[config.mk]
export PLATFORM = sky130hd
export DESIGN_NAME = analog_ctrls
export DESIGN_NICKNAME = d
export VERILOG_FILES = /design/src/rtl/analog_ctrls.sv
export SDC_FILE = /design/constraint.sdc
export NUM_CORES = 1
export LEC_CHECK = 0
export ABC_AREA = 1
export ABC_CLOCK_PERIOD_IN_PS = 3400
export BUFFER_PORTS_ARGS = -buffer_cell sky130_fd_sc_hd__buf_2
export CAP_MARGIN = 20
export CORE_MARGIN = 10
export CORE_UTILIZATION = 40
export DETAILED_ROUTE_END_ITERATION = 7
export GPL_TIMING_DRIVEN = 0
export PLACE_DENSITY_LB_ADDON = 0.15
export RECOVER_POWER = 100
export SLEW_MARGIN = 20
export SYNTH_ARGS = -nofsm -noshare
export SYNTH_HDL_FRONTEND = slang
export SYNTH_SLANG_ARGS = --single-unit
[constraint.sdc]
create_clock -name clk -period 3.4 [get_ports clk]
set_clock_uncertainty 0.2 [all_clocks]
set_input_delay 0.51 -clock clk [delete_from_list [all_inputs] [get_ports clk]]
set_output_delay 0.51 -clock clk [all_outputs]
set_load 0.01 [all_outputs]
[src/rtl/analog_ctrls.sv]
`default_nettype none
// ============================================================================
//  Module      : analog_ctrls
//  Description : UART control-value receiver. Parses ASCII frames of the form
//                "MEAS:hh:hh:hh:hh:hh:hh:hh:\r\n" and updates seven control
//                registers together when the whole frame has been accepted.
//  Ports       : clk      - system clock
//                reset_n  - asynchronous active-low reset
//                CTRL_RX  - UART receive line (8N1, LSB first, idle high)
//                a8, a5, a4, blend, delay, feedbk, gain
//                         - control outputs, top BITS bits of each field
//  Revision    : 1.0 - initial release
// ============================================================================
module analog_ctrls #(
    parameter int fCLK  = 50_000_000,
    parameter int fBAUD = 9_600,
    parameter int BITS  = 8
) (
    input  logic            clk,
    input  logic            reset_n,
    input  logic            CTRL_RX,
    output logic [BITS-1:0] a8,
    output logic [BITS-1:0] a5,
    output logic [BITS-1:0] a4,
    output logic [BITS-1:0] blend,
    output logic [BITS-1:0] delay,
    output logic [BITS-1:0] feedbk,
    output logic [BITS-1:0] gain
);

    localparam int c_DIV  = (fCLK + fBAUD / 2) / fBAUD;
    localparam int c_HALF = c_DIV / 2 - 1;
    localparam int c_FULL = c_DIV - 1;
    localparam int c_CW   = $clog2(c_DIV);

    // ------------------------------------------------------------------
    // Input synchronizer (resets to the idle level)
    // ------------------------------------------------------------------
    logic [1:0] r_sync;
    logic       r_rx_prev;
    logic       w_rx;

    always_ff @(posedge clk or negedge reset_n) begin
        if (!reset_n) begin
            r_sync    <= 2'b11;
            r_rx_prev <= 1'b1;
        end else begin
            r_sync    <= {r_sync[0], CTRL_RX};
            r_rx_prev <= r_sync[1];
        end
    end

    assign w_rx = r_sync[1];

    // ------------------------------------------------------------------
    // UART receiver
    // ------------------------------------------------------------------
    typedef enum logic [1:0] {RX_IDLE, RX_START, RX_DATA, RX_STOP} rx_state_t;

    rx_state_t         r_rx_state, w_rx_state_nx;
    logic [c_CW-1:0]   r_cnt;
    logic [2:0]        r_bit;
    logic [7:0]        r_shift;
    logic              r_brk;        // framing error seen, waiting for line high
    logic              r_rx_valid;
    logic              r_rx_abort;
    logic [7:0]        r_rx_byte;
    logic              w_tick;
    logic              w_rx_valid;
    logic              w_rx_abort;

    // Start bit is checked at half a bit, everything else one bit apart.
    assign w_tick = (r_rx_state == RX_START) ? (r_cnt == c_CW'(c_HALF))
                                             : (r_cnt == c_CW'(c_FULL));

    always_comb begin
        w_rx_state_nx = r_rx_state;
        w_rx_valid    = 1'b0;
        w_rx_abort    = 1'b0;
        case (r_rx_state)
            RX_IDLE:  if (r_rx_prev && !w_rx) w_rx_state_nx = RX_START;
            RX_START: if (w_tick) w_rx_state_nx = w_rx ? RX_IDLE : RX_DATA;
            RX_DATA:  if (w_tick && r_bit == 3'd7) w_rx_state_nx = RX_STOP;
            RX_STOP: begin
                if (r_brk) begin
                    if (w_rx) w_rx_state_nx = RX_IDLE;
                end else if (w_tick) begin
                    if (w_rx) begin
                        w_rx_valid    = 1'b1;
                        w_rx_state_nx = RX_IDLE;
                    end else begin
                        w_rx_abort    = 1'b1;
                    end
                end
            end
            default:  w_rx_state_nx = RX_IDLE;
        endcase
    end

    always_ff @(posedge clk or negedge reset_n) begin
        if (!reset_n) begin
            r_rx_state <= RX_IDLE;
            r_cnt      <= '0;
            r_bit      <= '0;
            r_shift    <= '0;
            r_brk      <= 1'b0;
            r_rx_valid <= 1'b0;
            r_rx_abort <= 1'b0;
            r_rx_byte  <= '0;
        end else begin
            r_rx_state <= w_rx_state_nx;
            r_rx_valid <= w_rx_valid;
            r_rx_abort <= w_rx_abort;
            if (r_rx_state == RX_IDLE || w_tick)
                r_cnt <= '0;
            else
                r_cnt <= r_cnt + 1'b1;
            if (r_rx_state == RX_START)
                r_bit <= '0;
            if (r_rx_state == RX_DATA && w_tick) begin
                r_shift <= {w_rx, r_shift[7:1]};
                r_bit   <= r_bit + 1'b1;
            end
            if (w_rx_valid)
                r_rx_byte <= r_shift;
            if (w_rx_abort)
                r_brk <= 1'b1;
            else if (w_rx_state_nx == RX_IDLE)
                r_brk <= 1'b0;
        end
    end

    // ------------------------------------------------------------------
    // Frame parser
    // ------------------------------------------------------------------
    typedef enum logic [2:0] {
        P_HUNT, P_PREFIX, P_HI, P_LO, P_SEP, P_CR, P_LF
    } p_state_t;

    // {valid, nibble}
    function automatic logic [4:0] hex_dec(input logic [7:0] c);
        if (c >= 8'h30 && c <= 8'h39)      hex_dec = {1'b1, 4'(c - 8'h30)};
        else if (c >= 8'h61 && c <= 8'h66) hex_dec = {1'b1, 4'(c - 8'h57)};
        else if (c >= 8'h41 && c <= 8'h46) hex_dec = {1'b1, 4'(c - 8'h37)};
        else                               hex_dec = 5'b0;
    endfunction

    function automatic logic [7:0] prefix_char(input logic [2:0] idx);
        case (idx)
            3'd1:    prefix_char = 8'h45;  // 'E'
            3'd2:    prefix_char = 8'h41;  // 'A'
            3'd3:    prefix_char = 8'h53;  // 'S'
            3'd4:    prefix_char = 8'h3A;  // ':'
            default: prefix_char = 8'h4D;  // 'M'
        endcase
    endfunction

    p_state_t    r_p_state, w_p_state_nx;
    logic [2:0]  r_idx, w_idx_nx;
    logic [2:0]  r_field;
    logic [3:0]  r_hi;
    logic [7:0]  r_asm;
    logic [7:0]  r_shadow [0:6];
    logic [BITS-1:0] r_out [0:6];
    logic [4:0]  w_hex;
    logic        w_acc;
    logic        w_ld_hi;
    logic        w_ld_lo;
    logic        w_store;
    logic        w_field_clr;
    logic        w_commit;

    assign w_hex = hex_dec(r_rx_byte);

    always_comb begin
        w_p_state_nx = r_p_state;
        w_idx_nx     = r_idx;
        w_acc        = 1'b0;
        w_ld_hi      = 1'b0;
        w_ld_lo      = 1'b0;
        w_store      = 1'b0;
        w_field_clr  = 1'b0;
        w_commit     = 1'b0;
        if (r_rx_abort) begin
            w_p_state_nx = P_HUNT;
        end else if (r_rx_valid) begin
            w_acc = 1'b1;
            case (r_p_state)
                P_HUNT:   w_acc = 1'b0;
                P_PREFIX: begin
                    if (r_rx_byte != prefix_char(r_idx)) begin
                        w_acc = 1'b0;
                    end else if (r_idx == 3'd4) begin
                        w_p_state_nx = P_HI;
                        w_field_clr  = 1'b1;
                    end else begin
                        w_idx_nx = r_idx + 1'b1;
                    end
                end
                P_HI: begin
                    w_acc        = w_hex[4];
                    w_ld_hi      = w_hex[4];
                    w_p_state_nx = P_LO;
                end
                P_LO: begin
                    w_acc        = w_hex[4];
                    w_ld_lo      = w_hex[4];
                    w_p_state_nx = P_SEP;
                end
                P_SEP: begin
                    w_acc        = (r_rx_byte == 8'h3A);
                    w_store      = w_acc;
                    w_p_state_nx = (r_field == 3'd6) ? P_CR : P_HI;
                end
                P_CR: begin
                    w_acc        = (r_rx_byte == 8'h0D);
                    w_p_state_nx = P_LF;
                end
                P_LF: begin
                    w_acc        = (r_rx_byte == 8'h0A);
                    w_commit     = w_acc;
                    w_p_state_nx = P_HUNT;
                end
                default:  w_acc = 1'b0;
            endcase
            // Rejected byte: an 'M' restarts a frame, anything else hunts.
            if (!w_acc) begin
                w_idx_nx     = 3'd1;
                w_p_state_nx = (r_rx_byte == 8'h4D) ? P_PREFIX : P_HUNT;
            end
        end
    end

    always_ff @(posedge clk or negedge reset_n) begin
        if (!reset_n) begin
            r_p_state <= P_HUNT;
            r_idx     <= '0;
            r_field   <= '0;
            r_hi      <= '0;
            r_asm     <= '0;
            for (int k = 0; k < 7; k++) begin
                r_shadow[k] <= '0;
                r_out[k]    <= '0;
            end
        end else begin
            r_p_state <= w_p_state_nx;
            r_idx     <= w_idx_nx;
            if (w_ld_hi) r_hi  <= w_hex[3:0];
            if (w_ld_lo) r_asm <= {r_hi, w_hex[3:0]};
            if (w_field_clr)
                r_field <= '0;
            else if (w_store)
                r_field <= r_field + 1'b1;
            for (int k = 0; k < 7; k++) begin
                if (w_store && r_field == 3'(k))
                    r_shadow[k] <= r_asm;
                if (w_commit)
                    r_out[k] <= r_shadow[k][7 -: BITS];
            end
        end
    end

    assign a8     = r_out[0];
    assign a5     = r_out[1];
    assign a4     = r_out[2];
    assign blend  = r_out[3];
    assign delay  = r_out[4];
    assign feedbk = r_out[5];
    assign gain   = r_out[6];

endmodule
`default_nettype wire

==> flow_summary.toml <==
[detailed_routing]
routedWlPerCell_um = 14.8
viasPerCell = 4.86
drtPass1Iterations = 4
vias = 5065
drt_iter0_drc = 312
drc = 0
drt_wl_total_um = 15400
drtAntennaViolNets = 0

[synthesis]
netlist.area_leader.share_pct = 55.4
synth_cell_types = 41
async_flop_share_pct = 100
ys.flop_type = "dfrtp_1"
synthAdderAreaFrac_pct = 2.77
yosysWarnings = 0
synth-seq-cells = 173
synth_top_family_by_area = "simple AND/OR/NAND/NOR gates"
synth_xor_area_share_pct = 0.456
synth_compound_area_share_pct = 8.30
synth_commonest_cells = "170 x dfrtp_1, 146 x nand2_1, 66 x inv_1"
syn_area_um2 = 7680
yosys.cell_count.top_type = "dfrtp_1"
syn_area_per_cell_um2 = 10.7
netlist_top_cells_area = "dfrtp_1 55%, mux2_4 7.8%, nand2_1 7.1%, inv_1 3.2%, ha_1 2.8%"
synthMuxAreaShare_pct = 10.3
ys_seq_area_share_pct = 56.4
synthCells = 715
synthSimpleGateAreaFrac_pct = 16.2
synth_edf_count = 0
synth_top_area_cell = "dfrtp_1"
synth_fp_nets = 735

[critical_path]
crit_type = "flop to flop"
cp-start-kind = "flop"
path_max_fanout = 10
crit_required_ps = 3500
cp-end-kind = "flop"
worst_ep_arrival_time_ps = 2770

[pwr]
power_density_nw_per_um2 = 558
power.internal_w = 0.00346
clkPwrFrac_pct = 42.3
total_power_w = 0.00475
p_comb_share_pct = 10.0
switchingPower_w = 0.00129
power_leakage_nw = 4.13
peakVddDrop_mv = 0.360
seq_power_share_pct = 47.6
p_sw_share_pct = 27.1

[sta]
whs_ps = 157
min_period_ps = 2660
setup_ws_ps = 738
slew_viol_final = 76
hold_violations = 0
worst_slew_pin_slew_ps = 1890
max_slew_margin_pct = -25.8
final-setup-viol-count = 0
min_period_over_period_pct = 78.3
rsz0062_at_grt = "no"
max_freq_mhz = 376

[die]
fp-row-count = 50
die_h_um = 159
core_um2 = 18800
fp.dieW_um = 159
initial_utilization_pct = 40.9
die_area_um2 = 25100
pin_count = 59

[cells_and_area]
design_area_um2 = 8510
area_delta_synth_final_pct = 10.9
nFillCells = 1820
fin_util_pct = 45.3
num-nets-final = 815
num_antenna_cells = 0
multi_input_area_um2 = 2620
drive_gt1_share_pct = 10.4
regArea_um2 = 4330

[cts]
root_buffer = "clkbuf_16"
max-clock-path-buffers = 2
cts_tree = "built"
cts_sinks = 173
clock_latency_ps = 430
htree_num_levels = 4
cts_made_buffers = 17
post-cts-setup-buffers = 0
clk_pin_slew_worst_paths_ps = 70

[global_routing]
track_usage_pct = 13.0
overflow = 0
grt_pass1_vias = 4991
grt_max_degree = 99
grt_pass1_wl_um = 25800
antenna_found_initial = 0

[hold_path]
hold_class = "flop to flop"

[place]
place_area_um2 = 8300
gp_congestion = 0.831
post-place-ws_ps = 1100
place.detailed.hpwl_um = 10900
portBuffers = 58

[job]
cap_violations = 1

[outcome]
status = "complete, but fails checks"
violations = "capacitance limit, slew limit"
==> power by group through the flow <==
stage | Sequential [W] | Clock (W) | Combinational [W]
6_report | 0.00226 | 0.00201 | 0.000476
4_1_cts | 0.00226 | 0.00206 | 0.000495
2_1_floorplan | 0.00228 | 0 | 0.000364
3_5_place_dp | 0.00230 | 0 | 0.000492
3_3_place_gp | 0.00229 | 0 | 0.000467
5_1_grt | 0.00228 | 0.00215 | 0.000556
==> worst max-delay path: stages, from the launching register on <==
cell	delay, ps
dfrtp_1	490
inv_1	150
ha_1	220
nand3_1	100
inv_1	60
nand3_1	100
clkbuf_1	620
buf_6	250
mux2_1	350
==> flip-flops by register name (all words and copies together) (netlist names), 3 cells and up <==
name and count:
a5 8, blend 8, r_rx_byte 8, r_hi 4, r_bit 3, r_field 3
r_asm 8, a8 8, r_shadow 56, r_cnt 13, feedbk 8, delay 8
a4 8, r_shift 8, r_p_state 3, gain 8, r_idx 3
==> placed cells by master, fill, tap and decap left out, types with 2 or more instances in the layout <==
master         instances
a21oi_1               13
buf_6                  4
bufinv_16              2
clkbuf_1              70
clkbuf_16             17
clkinvlp_4             2
dfrtp_1              170
dfstp_2                3
dlygate4sd3_1          2
ha_1                  17
inv_1                 66
inv_2                  4
inv_6                  5
inv_8                  3
mux2_1                36
mux2_2                16
mux2_4                 4
nand2_1              149
nand3_1               33
nand4_1               11
nor2_1                49
nor2_2                 2
nor3_1                 6
nor3b_1                5
o21ai_0               77
o21ai_1               10
o21ai_2                7
xor2_1                 4
==> stage by stage <==
step / TNS, ps / instances
finish: 0 / 1042
global route: 0 / 1042
CTS: 0 / 1042
detailed placement: 0 / 1008
global placement: -158760 / 1007
floorplan: 0 / 715
==> worst paths after layout <==
path | cells past startpoint | endpoint | slack, ps | start
max | 8 | gain[4] | 740 | r_rx_byte[0]
max reg2reg | 8 | gain[4] | 740 | r_rx_byte[0]
min | 0 | r_sync[1] | 160 | r_sync[0]
max in group asynchronous | 3 | r_shadow[2] | 830 | reset_n
min in group asynchronous | 2 | r_shadow[26] | 940 | reset_n
min reg2reg | 0 | r_sync[1] | 160 | r_sync[0]
==> layout make-up <==
cell class | instances | share of cell area, %
flip-flops and latches | 173 | 50.9
multi-input cells | 452 | 30.8
clock buffers | 18 | 5.16
well taps | 234 | 3.44
repair buffers | 61 | 3.15
inverters | 71 | 3.15
clock inverters | 14 | 2.04
plain buffers | 19 | 1.32
==> logic make-up after synthesis <==
family                   after synthesis
adder cells (fa/ha/maj)               17
AND/OR/NAND/NOR                      262
AO/OA/AOI/OAI                        112
XOR/XNOR                               4
multiplexers                          57
buffers and inverters                 90
flip-flops                           173
==> routing by layer <==
layer / share of wire [%] / up-vias / global-route usage (%)
met1: 46 / 2470 / 16.5
met5: 0 / - / 0
met3: 3.5 / 15 / 3.18
li1: - / 2506 / -
met2: 49 / 74 / 21.3
met4: 1.4 / 0 / 4.23
==> timing repair <==
item | CTS | global route
gates resized for setup | 0 | 0
hold buffers | 2 | 0
hold endpoints to repair | 73 | 0
Note: power is estimated with default switching activity, not from simulation.
